`src/rtl/mem_arb_pkg.sv`:
```
// Shared types and sizing helpers for the instruction/data memory arbiter.
package mem_arb_pkg;

  typedef enum logic [1:0] {IDLE, BUSY_I, BUSY_D, RESP} state_t;

  typedef enum logic {GNT_I = 1'b0, GNT_D = 1'b1} gnt_t;

  localparam int MAX_D_STREAK_DEF = 4;
  localparam int TIMEOUT_DEF      = 15;

  // Bits needed to hold the value max_val (at least one bit).
  function automatic int cnt_w(input int max_val);
    return (max_val < 2) ? 1 : $clog2(max_val + 1);
  endfunction

  localparam int STREAK_W = cnt_w(MAX_D_STREAK_DEF);
  localparam int TCNT_W   = cnt_w(TIMEOUT_DEF - 1);

endpackage

```
`src/rtl/mem_arbiter_if.sv`:
```
// CPU fetch port, CPU data port and unified memory port of the arbiter.
interface mem_arbiter_if #(
  parameter int ADDR_W = 32,
  parameter int DATA_W = 32
);
  logic              if_req_i;
  logic [ADDR_W-1:0] if_addr_i;
  logic [DATA_W-1:0] if_data_o;
  logic              if_ack_o;

  logic              dm_req_i;
  logic              dm_we_i;
  logic [ADDR_W-1:0] dm_addr_i;
  logic [DATA_W-1:0] dm_wdata_i;
  logic [DATA_W-1:0] dm_rdata_o;
  logic              dm_ack_o;

  logic              mem_req_o;
  logic              mem_we_o;
  logic [ADDR_W-1:0] mem_addr_o;
  logic [DATA_W-1:0] mem_wdata_o;
  logic [DATA_W-1:0] mem_rdata_i;
  logic              mem_ack_i;

  logic              busy_o;
  logic              err_o;

  // master: the arbiter, which masters the memory bus and serves both CPU ports.
  modport master (
    input  if_req_i, if_addr_i, dm_req_i, dm_we_i, dm_addr_i, dm_wdata_i,
           mem_rdata_i, mem_ack_i,
    output if_data_o, if_ack_o, dm_rdata_o, dm_ack_o,
           mem_req_o, mem_we_o, mem_addr_o, mem_wdata_o, busy_o, err_o
  );

  // slave: the CPU requesters and the memory around the arbiter.
  modport slave (
    output if_req_i, if_addr_i, dm_req_i, dm_we_i, dm_addr_i, dm_wdata_i,
           mem_rdata_i, mem_ack_i,
    input  if_data_o, if_ack_o, dm_rdata_o, dm_ack_o,
           mem_req_o, mem_we_o, mem_addr_o, mem_wdata_o, busy_o, err_o
  );

endinterface

```
`src/rtl/mem_arb_pick.sv`:
```
// Fairness picker: data wins a tie unless it has used up its streak while fetch waits.
module mem_arb_pick
  import mem_arb_pkg::*;
(
  input  logic if_req,
  input  logic dm_req,
  input  logic streak_full,
  output gnt_t gnt
);

  always_comb begin
    // NOTE: default first so every path assigns gnt and no latch is inferred.
    gnt = GNT_I;
    if (dm_req && !(if_req && streak_full)) gnt = GNT_D;
  end

endmodule

```
`src/rtl/mem_arbiter.sv`:
```
// Arbitrates the CPU fetch and data ports onto one variable-latency memory,
// with a fetch-starvation limit and a per-access timeout.
module mem_arbiter
  import mem_arb_pkg::*;
#(
  parameter int MAX_D_STREAK = MAX_D_STREAK_DEF,
  parameter int TIMEOUT      = TIMEOUT_DEF
) (
  input logic           clk_i,
  input logic           rst_i,
  mem_arbiter_if.master bus
);

  // Counters are never narrower than the default sizing.
  localparam int SW = (cnt_w(MAX_D_STREAK) > STREAK_W) ? cnt_w(MAX_D_STREAK) : STREAK_W;
  localparam int TW = (cnt_w(TIMEOUT - 1) > TCNT_W) ? cnt_w(TIMEOUT - 1) : TCNT_W;

  state_t        state;
  logic [SW-1:0] streak;
  logic [TW-1:0] tcnt;
  logic          streak_full;
  gnt_t          pick;

  assign streak_full = (streak == SW'(MAX_D_STREAK));

  mem_arb_pick u_pick (
    .if_req      (bus.if_req_i),
    .dm_req      (bus.dm_req_i),
    .streak_full (streak_full),
    .gnt         (pick)
  );

  // NOTE: non-blocking assignments so every register sees pre-edge values.
  always_ff @(posedge clk_i) begin
    if (rst_i) begin
      // NOTE: the read-data outputs are plain registers, not storage, so they reset too.
      state           <= IDLE;
      streak          <= '0;
      tcnt            <= '0;
      bus.if_data_o   <= '0;
      bus.if_ack_o    <= 1'b0;
      bus.dm_rdata_o  <= '0;
      bus.dm_ack_o    <= 1'b0;
      bus.mem_req_o   <= 1'b0;
      bus.mem_we_o    <= 1'b0;
      bus.mem_addr_o  <= '0;
      bus.mem_wdata_o <= '0;
      bus.busy_o      <= 1'b0;
      bus.err_o       <= 1'b0;
    end else begin
      bus.if_ack_o <= 1'b0;
      bus.dm_ack_o <= 1'b0;
      case (state)
        IDLE: begin
          if (bus.if_req_i || bus.dm_req_i) begin
            bus.mem_req_o <= 1'b1;
            bus.busy_o    <= 1'b1;
            tcnt          <= '0;
            if (pick == GNT_I) begin
              bus.mem_we_o    <= 1'b0;
              bus.mem_addr_o  <= bus.if_addr_i;
              bus.mem_wdata_o <= '0;
              streak          <= '0;
              state           <= BUSY_I;
            end else begin
              bus.mem_we_o    <= bus.dm_we_i;
              bus.mem_addr_o  <= bus.dm_addr_i;
              bus.mem_wdata_o <= bus.dm_wdata_i;
              // The streak only grows while a fetch is actually being held off.
              if (!bus.if_req_i)     streak <= '0;
              else if (!streak_full) streak <= streak + 1'b1;
              state <= BUSY_D;
            end
          end
        end
        BUSY_I, BUSY_D: begin
          tcnt <= tcnt + 1'b1;
          if (bus.mem_ack_i || tcnt == TW'(TIMEOUT - 1)) begin
            // An abort returns zero read data and latches the sticky error.
            if (!bus.mem_ack_i) bus.err_o <= 1'b1;
            if (state == BUSY_I) begin
              bus.if_data_o <= bus.mem_ack_i ? bus.mem_rdata_i : '0;
              bus.if_ack_o  <= 1'b1;
            end else begin
              if (!bus.mem_we_o) bus.dm_rdata_o <= bus.mem_ack_i ? bus.mem_rdata_i : '0;
              bus.dm_ack_o <= 1'b1;
            end
            bus.mem_req_o <= 1'b0;
            state         <= RESP;
          end
        end
        RESP: begin
          tcnt       <= '0;
          bus.busy_o <= 1'b0;
          state      <= IDLE;
        end
        default: state <= IDLE;
      endcase
    end
  end

endmodule
```
`src/flat_wrapper.sv`:
```
// flat-port wrapper written by rule: the top's interface ports become plain ports
module mem_arbiter_flat import mem_arb_pkg::*;
#(
  parameter int MAX_D_STREAK = MAX_D_STREAK_DEF,
  parameter int TIMEOUT      = TIMEOUT_DEF
)
  (clk_i, rst_i, bus_if_req_i, bus_if_addr_i, bus_dm_req_i, bus_dm_we_i, bus_dm_addr_i, bus_dm_wdata_i, bus_mem_rdata_i, bus_mem_ack_i, bus_if_data_o, bus_if_ack_o, bus_dm_rdata_o, bus_dm_ack_o, bus_mem_req_o, bus_mem_we_o, bus_mem_addr_o, bus_mem_wdata_o, bus_busy_o, bus_err_o);
  mem_arbiter_if bus_i ();
  input logic clk_i;
  input logic rst_i;
  input wire logic [$bits(bus_i.if_req_i)-1:0] bus_if_req_i;
  input wire logic [$bits(bus_i.if_addr_i)-1:0] bus_if_addr_i;
  input wire logic [$bits(bus_i.dm_req_i)-1:0] bus_dm_req_i;
  input wire logic [$bits(bus_i.dm_we_i)-1:0] bus_dm_we_i;
  input wire logic [$bits(bus_i.dm_addr_i)-1:0] bus_dm_addr_i;
  input wire logic [$bits(bus_i.dm_wdata_i)-1:0] bus_dm_wdata_i;
  input wire logic [$bits(bus_i.mem_rdata_i)-1:0] bus_mem_rdata_i;
  input wire logic [$bits(bus_i.mem_ack_i)-1:0] bus_mem_ack_i;
  output wire logic [$bits(bus_i.if_data_o)-1:0] bus_if_data_o;
  output wire logic [$bits(bus_i.if_ack_o)-1:0] bus_if_ack_o;
  output wire logic [$bits(bus_i.dm_rdata_o)-1:0] bus_dm_rdata_o;
  output wire logic [$bits(bus_i.dm_ack_o)-1:0] bus_dm_ack_o;
  output wire logic [$bits(bus_i.mem_req_o)-1:0] bus_mem_req_o;
  output wire logic [$bits(bus_i.mem_we_o)-1:0] bus_mem_we_o;
  output wire logic [$bits(bus_i.mem_addr_o)-1:0] bus_mem_addr_o;
  output wire logic [$bits(bus_i.mem_wdata_o)-1:0] bus_mem_wdata_o;
  output wire logic [$bits(bus_i.busy_o)-1:0] bus_busy_o;
  output wire logic [$bits(bus_i.err_o)-1:0] bus_err_o;
  assign bus_i.if_req_i = bus_if_req_i;
  assign bus_i.if_addr_i = bus_if_addr_i;
  assign bus_i.dm_req_i = bus_dm_req_i;
  assign bus_i.dm_we_i = bus_dm_we_i;
  assign bus_i.dm_addr_i = bus_dm_addr_i;
  assign bus_i.dm_wdata_i = bus_dm_wdata_i;
  assign bus_i.mem_rdata_i = bus_mem_rdata_i;
  assign bus_i.mem_ack_i = bus_mem_ack_i;
  assign bus_if_data_o = bus_i.if_data_o;
  assign bus_if_ack_o = bus_i.if_ack_o;
  assign bus_dm_rdata_o = bus_i.dm_rdata_o;
  assign bus_dm_ack_o = bus_i.dm_ack_o;
  assign bus_mem_req_o = bus_i.mem_req_o;
  assign bus_mem_we_o = bus_i.mem_we_o;
  assign bus_mem_addr_o = bus_i.mem_addr_o;
  assign bus_mem_wdata_o = bus_i.mem_wdata_o;
  assign bus_busy_o = bus_i.busy_o;
  assign bus_err_o = bus_i.err_o;
  mem_arbiter #(.MAX_D_STREAK(MAX_D_STREAK), .TIMEOUT(TIMEOUT)) u_core (.clk_i(clk_i), .rst_i(rst_i), .bus(bus_i));
endmodule
```
`config.mk`:
```
export PLATFORM = sky130hd
export DESIGN_NAME = mem_arbiter_flat
export DESIGN_NICKNAME = d
export VERILOG_FILES = /design/src/rtl/mem_arb_pkg.sv /design/src/rtl/mem_arbiter_if.sv /design/src/rtl/mem_arb_pick.sv /design/src/rtl/mem_arbiter.sv /design/src/flat_wrapper.sv
export SDC_FILE = /design/constraint.sdc
export NUM_CORES = 1
export LEC_CHECK = 0
export ABC_CLOCK_PERIOD_IN_PS = 2250
export CORE_ASPECT_RATIO = 0.6
export CORE_UTILIZATION = 43
export CTS_BUF_LIST = sky130_fd_sc_hd__clkbuf_4 sky130_fd_sc_hd__clkbuf_8
export CTS_CLUSTER_SIZE = 16
export DETAILED_ROUTE_END_ITERATION = 12
export PLACE_DENSITY_LB_ADDON = 0.3
export SYNTH_ARGS = -nofsm -noshare
export SYNTH_HDL_FRONTEND = slang
export SYNTH_SLANG_ARGS = --single-unit
```
`constraint.sdc`:
```
create_clock -name clk_i -period 2.25 [get_ports clk_i]
set_clock_uncertainty 0.1 [all_clocks]
set_input_delay 0.45 -clock clk_i [delete_from_list [all_inputs] [get_ports clk_i]]
set_output_delay 0.45 -clock clk_i [all_outputs]
set_load 0.05 [all_outputs]
```
==> out/qor.csv <==
metric,value,unit
drc,0,
tightest_slew,556,ps
critPathCaptureType,output pin,
seq_area,0.00286,mm2
crit_required,1700,ps
cp.arrival,1640,ps
ys.flop_type,dfxtp_1,
final_cell_count_no_fill,1062,
cts_resized,0,
syn2layout_area_growth,54.8,%
status,finished clean,
synth_top_area_frac,0.494,
grt_pass1_wl,27700,um
fin_util,0.691,
yosysMostFrequentCell,dfxtp_1,
cts_htree_levels,4,
seq_area_frac_synth,0.494,
fin_ws,63.9,ps
vdd_drop_max,0.736,mV
max_slew_margin,0.628,
initial_core_util,0.446,
drt_iter0_drc,225,
critPathBufInv,1,
p_int,0.00587,W
cts_hold_buf,0,
whs,264,ps
synth-edff-count,0,
path_class,reg -> out,
worstPathCellList,clkdlybuf4s50_1,
die_w,152,um
grt_max_degree,58,
path_max_fanout,2,
layout-drive-gt1-share,0.0841,
dp_slack,-2.96,ps
syn_inst,638,
reg2reg_from,u_core.state[0],
drt-total-wl,18000,um
p_per_area,1200,mW/mm2
grt_pass1_vias,5540,
wire_per_inst,16.9,um
synth_nets,779,
grt-ovfl-total,0,
power_switching_share,0.453,
cts_buffer_depth,2,
p_clk_frac,0.191,
maxCapViolations,0,
antenna_found_initial,0,
cp_slowest_cell,clkdlybuf4s50_1,
hold_start,rst_i,
finalSetupViolCount,0,
diodes,0,
max_freq,457,MHz
avgSynthCellArea,9.07,um2
worstSetupStartpointType,flip-flop,
ioPinCount,268,
period_needed,2190,ps
cts-root-buf,clkbuf_8,
post_cts_buffers,0,
netlist_area,0.00579,mm2
min_period_over_period,0.972,
clkTransAtPathRegs,90,ps
synth_area_leader_cell,dfxtp_1,
cts_sinks,143,
grt_setup_unrepaired,false,
fp.coreArea,0.0130,mm2
cts_buffers,17,
drv_slew,0,
clk_latency,430,ps
postRouteAntennaNets,0,
postSynth.asyncResetShare,0,
finalHoldViolCount,0,
seqPwrFrac,0.321,
holdCritPathClass,in -> reg,
critPathLaunch,u_core.bus.mem_addr_o[10],
vias,5873,
die_height,91.9,um
avgViaCountPerCell,5.53,
dieArea,0.0139,mm2
p_leak,3.25,nW
synth_commonest_cells,"143 x dfxtp_1, 74 x a21oi_1, 73 x nand2_1",
dpl.cell_count,1030,
p_comb_frac,0.487,
multi_input_area,0.00252,mm2
drt_first_pass_iters,5,
ys_top_cells_by_area,"dfxtp_1 49%, a21oi_1 6.4%, o21ai_1 5.3%",
gp_congestion,0.819,
rows,32,
fin_total_pwr,0.0107,W
ys_warn_count,0,
dp_hpwl,12700,um
final_nets,1020,
ys_ff_latch,143,
nFillCells,998,
grt_usage,0.253,
crit_family,buffers and inverters,
synth_cell_types,44,
tritoncts,yes,
power.switching,0.00487,W
port_buffers,267,
slowest_delay,840,ps
## final cells by class
cell class | count | share of cell area
clock buffers | 17 | 0.0261
flip-flops and latches | 143 | 0.319
multi-input cells | 421 | 0.281
repair buffers | 288 | 0.328
inverters | 8 | 0.00335
well taps | 170 | 0.0237
clock inverters | 15 | 0.0187
## state kept, by name, indices dropped and copies added (netlist names)
name                    cells
u_core.bus.dm_ack_o         1
u_core.bus.mem_wdata_o     32
u_core.bus.if_data_o       32
u_core.bus.mem_req_o        1
u_core.bus.err_o            1
u_core.bus.dm_rdata_o      32
u_core.state                2
u_core.tcnt                 4
u_core.bus.mem_we_o         1
u_core.bus.busy_o           1
u_core.bus.mem_addr_o      32
u_core.bus.if_ack_o         1
u_core.streak               3
## cells in the final DEF, fill, tap and decap left out, types with 3 or more instances in the layout
master / count
a311oi_1: 23
a22o_1: 32
nor2_1: 35
nand2_1: 73
inv_1: 8
a311oi_2: 9
buf_12: 9
inv_6: 4
a21oi_1: 74
buf_4: 14
o21ai_1: 61
nand2b_1: 3
clkdlybuf4s50_1: 262
o21ai_0: 4
nand4_1: 35
dfxtp_1: 143
clkbuf_8: 17
inv_8: 5
ha_1: 7
nand3_1: 34
mux2i_1: 3
## routing by layer
metal	vias up	track usage	wire length, um
met4	0	0.0825	305
met1	2771	0.305	7470
li1	2801	-	-
met3	29	0.0786	1590
met5	-	0	0
met2	272	0.425	8600
## power by group through the flow
stage          logic [W]  clock network [W]  registers [W]
3_3_place_gp     0.00512                  0        0.00347
5_1_grt          0.00551            0.00222        0.00351
6_report         0.00524            0.00206        0.00345
4_1_cts          0.00524            0.00210        0.00345
2_1_floorplan    0.00151                  0        0.00539
3_5_place_dp     0.00522                  0        0.00350
## cell families (layout without fill, tap and decap cells)
family                     after synthesis  in the layout  share of synthesized area
DFF                                    143            143                      0.494
AOI/OAI and AO/OA                      215            215                      0.247
adders and majority gates                7              7                     0.0151
and+or+nand+nor                        196            196                      0.164
buffers and inverters                   74            328                     0.0743
muxes                                    3              3                    0.00519
## per-stage QoR
stage / setup TNS (ps) / instance area, um2
floorplan: 0 / 5790
global route: 0 / 8960
global placement: 0 / 8560
detailed placement: -2.96 / 8560
finish: 0 / 8960
CTS: 0 / 8960
## final timing paths
kind                                end  slack [ps]  cells after the start
min reg2reg  u_core.bus.mem_wdata_o[11]         360                      2
max reg2reg   u_core.bus.dm_rdata_o[25]         320                      6
min          u_core.bus.mem_wdata_o[24]         260                      2
max                  bus_mem_addr_o[10]          60                      1
Note: power is estimated with default switching activity, not from simulation.
